`config.mk`:
```
export PLATFORM = sky130hd
export DESIGN_NAME = sd_sector_responder
export DESIGN_NICKNAME = d
export VERILOG_FILES = /design/src/rtl/sd_resp_pkg.sv /design/src/rtl/sd_resp_store_if.sv /design/src/rtl/sd_sector_responder.sv
export SDC_FILE = /design/constraint.sdc
export NUM_CORES = 1
export LEC_CHECK = 0
export BUFFER_PORTS_ARGS = -buffer_cell sky130_fd_sc_hd__buf_4
export CAP_MARGIN = 5
export CORE_UTILIZATION = 56
export CTS_CLUSTER_SIZE = 40
export DETAILED_ROUTE_END_ITERATION = 7
export PLACE_DENSITY = 0.87
export SLEW_MARGIN = 20
export SYNTH_ARGS = -nofsm -noshare
export SYNTH_HDL_FRONTEND = slang
export SYNTH_HIERARCHICAL = 1
export SYNTH_SLANG_ARGS = --single-unit
```
`constraint.sdc`:
```
create_clock -name clk_sys -period 4.3 [get_ports clk_sys]
set_clock_uncertainty 0.15 [all_clocks]
set_input_delay 0.43 -clock clk_sys [delete_from_list [all_inputs] [get_ports clk_sys]]
set_output_delay 0.43 -clock clk_sys [all_outputs]
set_load 0.05 [all_outputs]
```
`src/rtl/sd_resp_pkg.sv`:
```
// sd_resp_pkg: shared state encoding and sector constants for the sector responder
package sd_resp_pkg;
    typedef enum logic [2:0] {IDLE, RD_REQ, RD_PUT, WR_ADDR, WR_CAP, WR_REQ, FINISH} state_t;
    localparam int SECTOR_BYTES = 512;
    localparam logic [8:0] LAST_BYTE = 9'd511;
endpackage

```
`src/rtl/sd_resp_store_if.sv`:
```
// sd_resp_store_if: holds one store request until acknowledged and captures read data
module sd_resp_store_if #(
    parameter int AW = 15
) (
    input  logic          clk_sys,
    input  logic          RESET_n,
    input  logic          rd_start,
    input  logic          wr_start,
    input  logic [AW-1:0] addr,
    input  logic [7:0]    wdata,
    output logic [AW-1:0] st_addr,
    output logic          st_rd,
    output logic          st_wr,
    output logic [7:0]    st_dout,
    input  logic [7:0]    st_din,
    input  logic          st_ack,
    output logic [7:0]    rdata,
    output logic          done
);
    assign done = st_ack & (st_rd | st_wr);

    // launch a request on start, drop it on ack, keep the byte returned by a read
    always_ff @(posedge clk_sys or negedge RESET_n) begin
        if (!RESET_n) begin
            st_addr <= '0;
            st_rd   <= 1'b0;
            st_wr   <= 1'b0;
            st_dout <= 8'h00;
            rdata   <= 8'h00;
        end else begin
            if (rd_start | wr_start) begin
                st_addr <= addr;
                st_rd   <= rd_start;
                st_wr   <= wr_start;
                if (wr_start) st_dout <= wdata;
            end else if (done) begin
                st_rd <= 1'b0;
                st_wr <= 1'b0;
            end
            if (st_rd & st_ack) rdata <= st_din;
        end
    end
endmodule

```
`src/rtl/sd_sector_responder.sv`:
```
// sd_sector_responder: serves 512-byte sd_* sector transfers from a byte-wide backing store
module sd_sector_responder
    import sd_resp_pkg::*;
#(
    parameter int LBA_W = 6,
    localparam int ST_AW = LBA_W + 9
) (
    input  logic             clk_sys,
    input  logic             RESET_n,
    input  logic [31:0]      sd_lba,
    input  logic             sd_rd,
    input  logic             sd_wr,
    output logic             sd_ack,
    output logic [8:0]       sd_buff_addr,
    output logic [7:0]       sd_buff_dout,
    output logic             sd_buff_wr,
    input  logic [7:0]       sd_buff_din,
    output logic [ST_AW-1:0] st_addr,
    output logic             st_rd,
    output logic             st_wr,
    output logic [7:0]       st_dout,
    input  logic [7:0]       st_din,
    input  logic             st_ack,
    output logic             busy,
    output logic             err
);
    state_t           state;
    logic [LBA_W-1:0] lba;
    logic [8:0]       cnt;
    logic             oob;
    logic             in_range;
    logic             rd_start;
    logic             wr_start;
    logic             done;
    logic [ST_AW-1:0] req_addr;
    logic [7:0]       rdata;

    // out-of-range sectors never touch the store but keep the normal byte cadence
    assign in_range     = ~|sd_lba[31:LBA_W];
    assign rd_start     = (state == IDLE && sd_rd && in_range) || (state == RD_PUT && cnt != LAST_BYTE && !oob);
    assign wr_start     = state == WR_CAP && !oob;
    assign req_addr     = state == IDLE ? {sd_lba[LBA_W-1:0], 9'd0} : state == RD_PUT ? {lba, cnt + 9'd1} : {lba, cnt};
    assign sd_buff_dout = oob ? 8'h00 : rdata;
    assign busy         = state != IDLE;

    sd_resp_store_if #(.AW(ST_AW)) u_store (
        .clk_sys (clk_sys),
        .RESET_n (RESET_n),
        .rd_start(rd_start),
        .wr_start(wr_start),
        .addr    (req_addr),
        .wdata   (sd_buff_din),
        .st_addr (st_addr),
        .st_rd   (st_rd),
        .st_wr   (st_wr),
        .st_dout (st_dout),
        .st_din  (st_din),
        .st_ack  (st_ack),
        .rdata   (rdata),
        .done    (done)
    );

    // transfer sequencer: accepts a request in IDLE and walks the 512 bytes of the sector
    always_ff @(posedge clk_sys or negedge RESET_n) begin
        if (!RESET_n) begin
            state        <= IDLE;
            lba          <= '0;
            cnt          <= 9'd0;
            oob          <= 1'b0;
            err          <= 1'b0;
            sd_ack       <= 1'b0;
            sd_buff_addr <= 9'd0;
            sd_buff_wr   <= 1'b0;
        end else begin
            err        <= 1'b0;
            sd_buff_wr <= 1'b0;
            case (state)
                IDLE: if (sd_rd | sd_wr) begin
                    lba    <= sd_lba[LBA_W-1:0];
                    oob    <= !in_range;
                    err    <= !in_range;
                    cnt    <= 9'd0;
                    sd_ack <= 1'b1;
                    if (!sd_rd) sd_buff_addr <= 9'd0;
                    state  <= sd_rd ? RD_REQ : WR_ADDR;
                end
                RD_REQ: if (oob || done) begin
                    sd_buff_addr <= cnt;
                    sd_buff_wr   <= 1'b1;
                    state        <= RD_PUT;
                end
                RD_PUT: if (cnt == LAST_BYTE) begin
                    sd_ack <= 1'b0;
                    state  <= FINISH;
                end else begin
                    cnt   <= cnt + 9'd1;
                    state <= RD_REQ;
                end
                WR_ADDR: state <= WR_CAP;
                WR_CAP:  state <= WR_REQ;
                WR_REQ: if (oob || done) begin
                    if (cnt == LAST_BYTE) begin
                        sd_ack <= 1'b0;
                        state  <= FINISH;
                    end else begin
                        cnt          <= cnt + 9'd1;
                        sd_buff_addr <= cnt + 9'd1;
                        state        <= WR_ADDR;
                    end
                end
                FINISH:  state <= IDLE;
                default: state <= IDLE;
            endcase
        end
    end
endmodule

```
== Word level (Yosys, flattened, before mapping) ==
Cells that the tools add are included.
Cells by class
  add/sub/neg operators: 1
  $mul: 0
  div/mod/pow operators: 0
  order comparisons: 0
  eq/ne operators: 12
  shift-type cells: 0
  mux-type cells: 31
  bitwise logic cells: 5
  reductions and logical operators: 20
Operators with widths (number)
  2-to-1 mux 9 bit: 9
  one-hot mux 9 bit (3 select lines): 2
  OR reduction 26 bit: 1
  one-hot mux 3 bit (6 select lines): 1
  2-to-1 mux 15 bit: 1
  2-to-1 mux 3 bit: 5
  2-to-1 mux 1 bit: 10
  adder 9 x 1 -> 9 bit (second input constant): 1
  == test 9 bit (second input constant): 1
  != test 9 bit (second input constant): 1
  nonzero test 3 bit: 3
  2-to-1 mux 8 bit: 1
  != test 2 bit (second input constant): 4
  == test 3 x 2 -> 1 bit (second input constant): 2
  == test 3 bit (second input constant): 2
  AND reduction 3 bit: 2
  AND reduction 6 bit: 1
  logical AND 1 bit: 5
  AND reduction 2 bit: 2
  == test 3 x 1 -> 1 bit (second input constant): 1
  zero test 3 bit: 1
  bitwise OR 1 bit: 3
  one-hot mux 1 bit (3 select lines): 1
  bitwise AND 1 bit: 2
  5 further kinds: 7
Word-level totals
  register bits: 64
  bits in latches: 0
  RAM bits: 0
  bits in read-only memories: 0
  output and inout bits: 46
  memories kept: 0

== Logic depth before layout (Yosys ltp) ==
  word-level depth: 6
  depth in mapped cells: 10
  depth with buffers taken out: 9

== Cells and area by module ==
The synthesis kept the hierarchy.
By module, submodules not included
  sd_sector_responder: times used 1, cells each 219, area an instance 2092.0 um2, sequential area each 775.7 um2
  sd_resp_store_if: times used 1, cells each 73, area an instance 1288.7 um2, sequential area each 825.8 um2

== Worst setup path before layout ==
No wires, ideal clock.
  path kind: reg2reg
  start: register cnt[0]
  end: register u_store.st_addr[0]
  library setup time: 125 ps
  arrival time: 2631 ps
  data required time: 4025 ps
  setup slack: 1394 ps
  cell stages (with the launch flop): 11
  path through: dfrtp_1 ha_1 nand3_1 nor2_1 and3_1 ha_1 or4_1 o41ai_1 nor2_4 buf_12 mux2_4
On the way
  longest elaborated chain between the ends: 5
  elaborated cells between the ends (all ways): 8
  classes of those cells: add/sub (1); eq/ne (1); mux (2); bitwise (1); reduce/logical (3)
RTL lines
  start: declaration: RTL line sd_sector_responder.sv:29  | logic [8:0] cnt;
  start signal: assignment: RTL line sd_sector_responder.sv:96  | cnt <= cnt + 9'd1;
  start signal: assignment: RTL line sd_sector_responder.sv:106  | cnt <= cnt + 9'd1;
  != test 9 bit: RTL line sd_sector_responder.sv:40  | assign rd_start = (state == IDLE && sd_rd && in_range) || (state == RD_PUT && cnt != LAST_BYTE && !oob);
  logical AND 1 bit (2 in a row): RTL line sd_sector_responder.sv:40
  logical OR 1 bit: RTL line sd_sector_responder.sv:40
  via rd_start: RTL line sd_sector_responder.sv:32  | logic rd_start;
  bitwise OR 1 bit: RTL line sd_resp_store_if.sv:31  | if (rd_start | wr_start) begin
  end signal: assignment: RTL line sd_resp_store_if.sv:32  | st_addr <= addr;
  end: declaration: RTL line sd_resp_store_if.sv:11  | output logic [AW-1:0] st_addr,
The timed path passes the listed nets, and every way through them passes these cells.
A chain may end at the register's enable or synchronous reset.

== Final worst setup path ==
Same ends and word-level chain as after synthesis.

==> reports/results.ini <==
[run_status]
run_status=finished clean

[route]
viasPerCell=5.79
num_vias=2664
wl_per_cell_microns=16.6
drtIter0Drc=264
wl_mm=7.62
drc_errors=0
ant_nets=0
dr.pass1.iters=5

[yosys]
syn_inst=292
syn_area_per_cell_sq_um=11.6
synth_fp_nets=348
async_flop_share_pct=100
synth-edff-count=0
synth_area_sq_mm=0.00338
ys_seq_area_share_pct=47.4
ys.flop_type=dfrtp_1
ys_warn_count=6
synth-seq-cells=64
synth.distinct_cells=51

[global_route]
grt_max_degree=65
grt_pass1_wl_mm=12.8
grt_pass1_vias=2751
grt-ovfl-total=0
grt.total_usage_pct=26.6
antenna_found_initial=0

[timing]
setup_tns_ps=0
min_period_ps=3180
fmax_ghz=0.315
tightest_slew_ps=871
finalCritPeriodShare_pct=73.8
setup_viol_count_final=0
final_hold_viol_count=0
maxSlewViolCount=0
rsz0062_at_grt=false
timing.slew.headroom_pct=41.1
fin_ws_ps=1120

[critical_path]
critical_path.cell_chain=ha_1 -> nand3_1 -> nor2_1 -> and3_1 -> ha_1 -> or4_1 -> o41ai_1 -> nor2_4 -> mux2_4
cp_max_fo=15
critical_path.max_stage_delay_ps=510
cp_common_cell=ha_1
path_class=reg -> reg
cp_data_required_time_ps=4380
r2r_end=u_store/st_addr[0]
crit_path_start_kind=flop
worstSetupEndpointType=flop
crit_buf_inv=0
reg2reg_depth=9
rr_startpoint=cnt[0]
cp_top_family=simple AND/OR/NAND/NOR gates
rrSetupSlack_ps=1120
slowest_stage=or4_1
cp_data_arrival_time_ps=3260

[pwr]
p_int_w=0.00165
power_density_mw_per_mm2=659
p_sw_share_pct=42.3
power_frac_clock_pct=20.1
p_comb_share_pct=45.7
peakVddDrop_mv=0.419
p_leak_nw=2.11
p_switching_w=0.00121
seq_power_share_pct=34.2

[floorplanning]
core-area_sq_mm=0.00568
die-area_sq_mm=0.00635
die_w_microns=79.7
io_pins=99
start_util_pct=59.6
die_y_microns=79.7
rows=27

[clock_tree]
cts_tree=done
cts_buffer_depth=2
post_cts_buffers=0
clock_latency_ps=340
cts.sinks=64
clk_pin_slew_ps=80
ctsResizeCount=0
cts_hold_buf=0
h-tree-depth=3
cts_root_buffer=clkbuf_8
cts_buffers=9

[layout]
fin_area_sq_mm=0.00433
nets=439
diodes=0
fillers=392
stdcell_count=460
layout-drive-gt1-share_pct=46.6
area_growth_pct=28.1

[place]
place_area_sq_mm=0.00411
dp_cells=444
portBuffers=98
pre_cts_slack_ps=1160
hpwl_mm=5.42
globalplace.congestion=0.848

[run]
cap_viol_max_count=0

[worst_hold_path]
hp-class=in -> async

==> flip-flops by register name (all words and copies together), names as in the netlist <==
name and cells:
u_store/st_wr 1, u_store/st_rd 1, oob 1, cnt 9
lba 6, u_store/st_addr 15, sd_buff_wr 1, err 1
u_store/rdata 8, state 3, u_store/st_dout 8, sd_ack 1
sd_buff_addr 9
==> placed cells by master, fill, tap and decap left out, drive strengths merged, types with 5 or more instances in the layout <==
master | netlist | final
a21o | 5 | 5
a21oi | 10 | 10
and3 | 6 | 6
buf | 9 | 99
clkbuf | 10 | 9
clkinv | 0 | 5
dfrtp | 64 | 64
inv | 5 | 5
mux2 | 54 | 54
nand2 | 16 | 16
nand3 | 6 | 6
nor2 | 16 | 16
nor2b | 9 | 9
nor3 | 10 | 10
nor4 | 7 | 7
o21ai | 13 | 13
or3 | 5 | 5
==> power groups by stage <==
stage	sequential (W)	clock, W	combinational, W
floorplan	0.00128	0	0.000652
global placement	0.000974	0	0.00128
detailed placement	0.000986	0	0.00130
CTS	0.000976	0.000585	0.00131
global route	0.00101	0.000603	0.00138
finish	0.000977	0.000573	0.00130
==> cell families after synthesis <==
group                    share of synthesized area, %
AO/OA/AOI/OAI                                    10.7
AND/OR/NAND/NOR                                  15.3
flip-flops                                       47.4
XOR/XNOR                                        0.777
adder cells (fa/ha/maj)                          1.11
buffers and inverters                            3.77
multiplexers                                     21.0
==> how the worst max path moves through the flow <==
stage          startpoint                   to  cells past startpoint
5_1_grt            cnt[0]  u_store/st_addr[13]                      9
4_1_cts            cnt[0]   u_store/st_addr[0]                      9
3_3_place_gp       cnt[0]  u_store/st_addr[12]                      9
6_report           cnt[0]   u_store/st_addr[0]                      9
3_5_place_dp       cnt[0]   u_store/st_addr[0]                      9
2_1_floorplan      cnt[0]   u_store/st_addr[0]                     10
==> cell usage after synthesis, types with 3 or more instances <==
cell / n / area [sq um]
dfrtp_1: 64 / 1600
mux2_2: 35 / 394
mux2_4: 19 / 285
nand2_1: 15 / 56.3
nor2_1: 14 / 52.6
o21ai_0: 13 / 65.1
a21oi_1: 10 / 50.1
clkbuf_1: 10 / 37.5
nor2b_1: 9 / 56.3
nor3_1: 9 / 45.0
nor4_1: 7 / 43.8
and3_1: 6 / 37.5
nand3_1: 6 / 30.0
buf_2: 5 / 25.0
inv_1: 5 / 18.8
or3_1: 5 / 31.3
a211o_1: 4 / 35.0
a21o_1: 4 / 30.0
nand2b_1: 4 / 25.0
ha_1: 3 / 37.5
mux2i_1: 3 / 30.0
nand4_1: 3 / 18.8
o31ai_1: 3 / 22.5
==> area by class of cell <==
| cell class | count | area, sq um | share of cell area, % |
|---|---|---|---|
| inverter | 5 | 18.8 | 0.433 |
| sequential | 64 | 1600 | 37.0 |
| timing repair buffer | 99 | 743 | 17.2 |
| multi-input combinational | 204 | 1660 | 38.3 |
| tap | 72 | 90.1 | 2.08 |
| clock inverter | 7 | 96.3 | 2.22 |
| clock buffer | 9 | 124 | 2.86 |
==> per-layer routing <==
| metal | track usage [%] | part of all wire, % |
|---|---|---|
| met1 | 33.6 | 41 |
| met2 | 42.1 | 50 |
| met3 | 6.97 | 7.0 |
| met4 | 13.1 | 2.3 |
| met5 | 0 | 0 |
==> through the flow <==
stage / hold WS (ps) / utilization [%] / total power, W
2_1_floorplan: -15.6 / - / 0.00193
6_report: 15.6 / 76.3 / 0.00285
4_1_cts: 46.5 / 76.3 / 0.00287
3_3_place_gp: 330 / 72.4 / 0.00225
3_5_place_dp: 336 / 72.4 / 0.00229
5_1_grt: 94.3 / 76.3 / 0.00299
(Power assumes the default switching activity.)
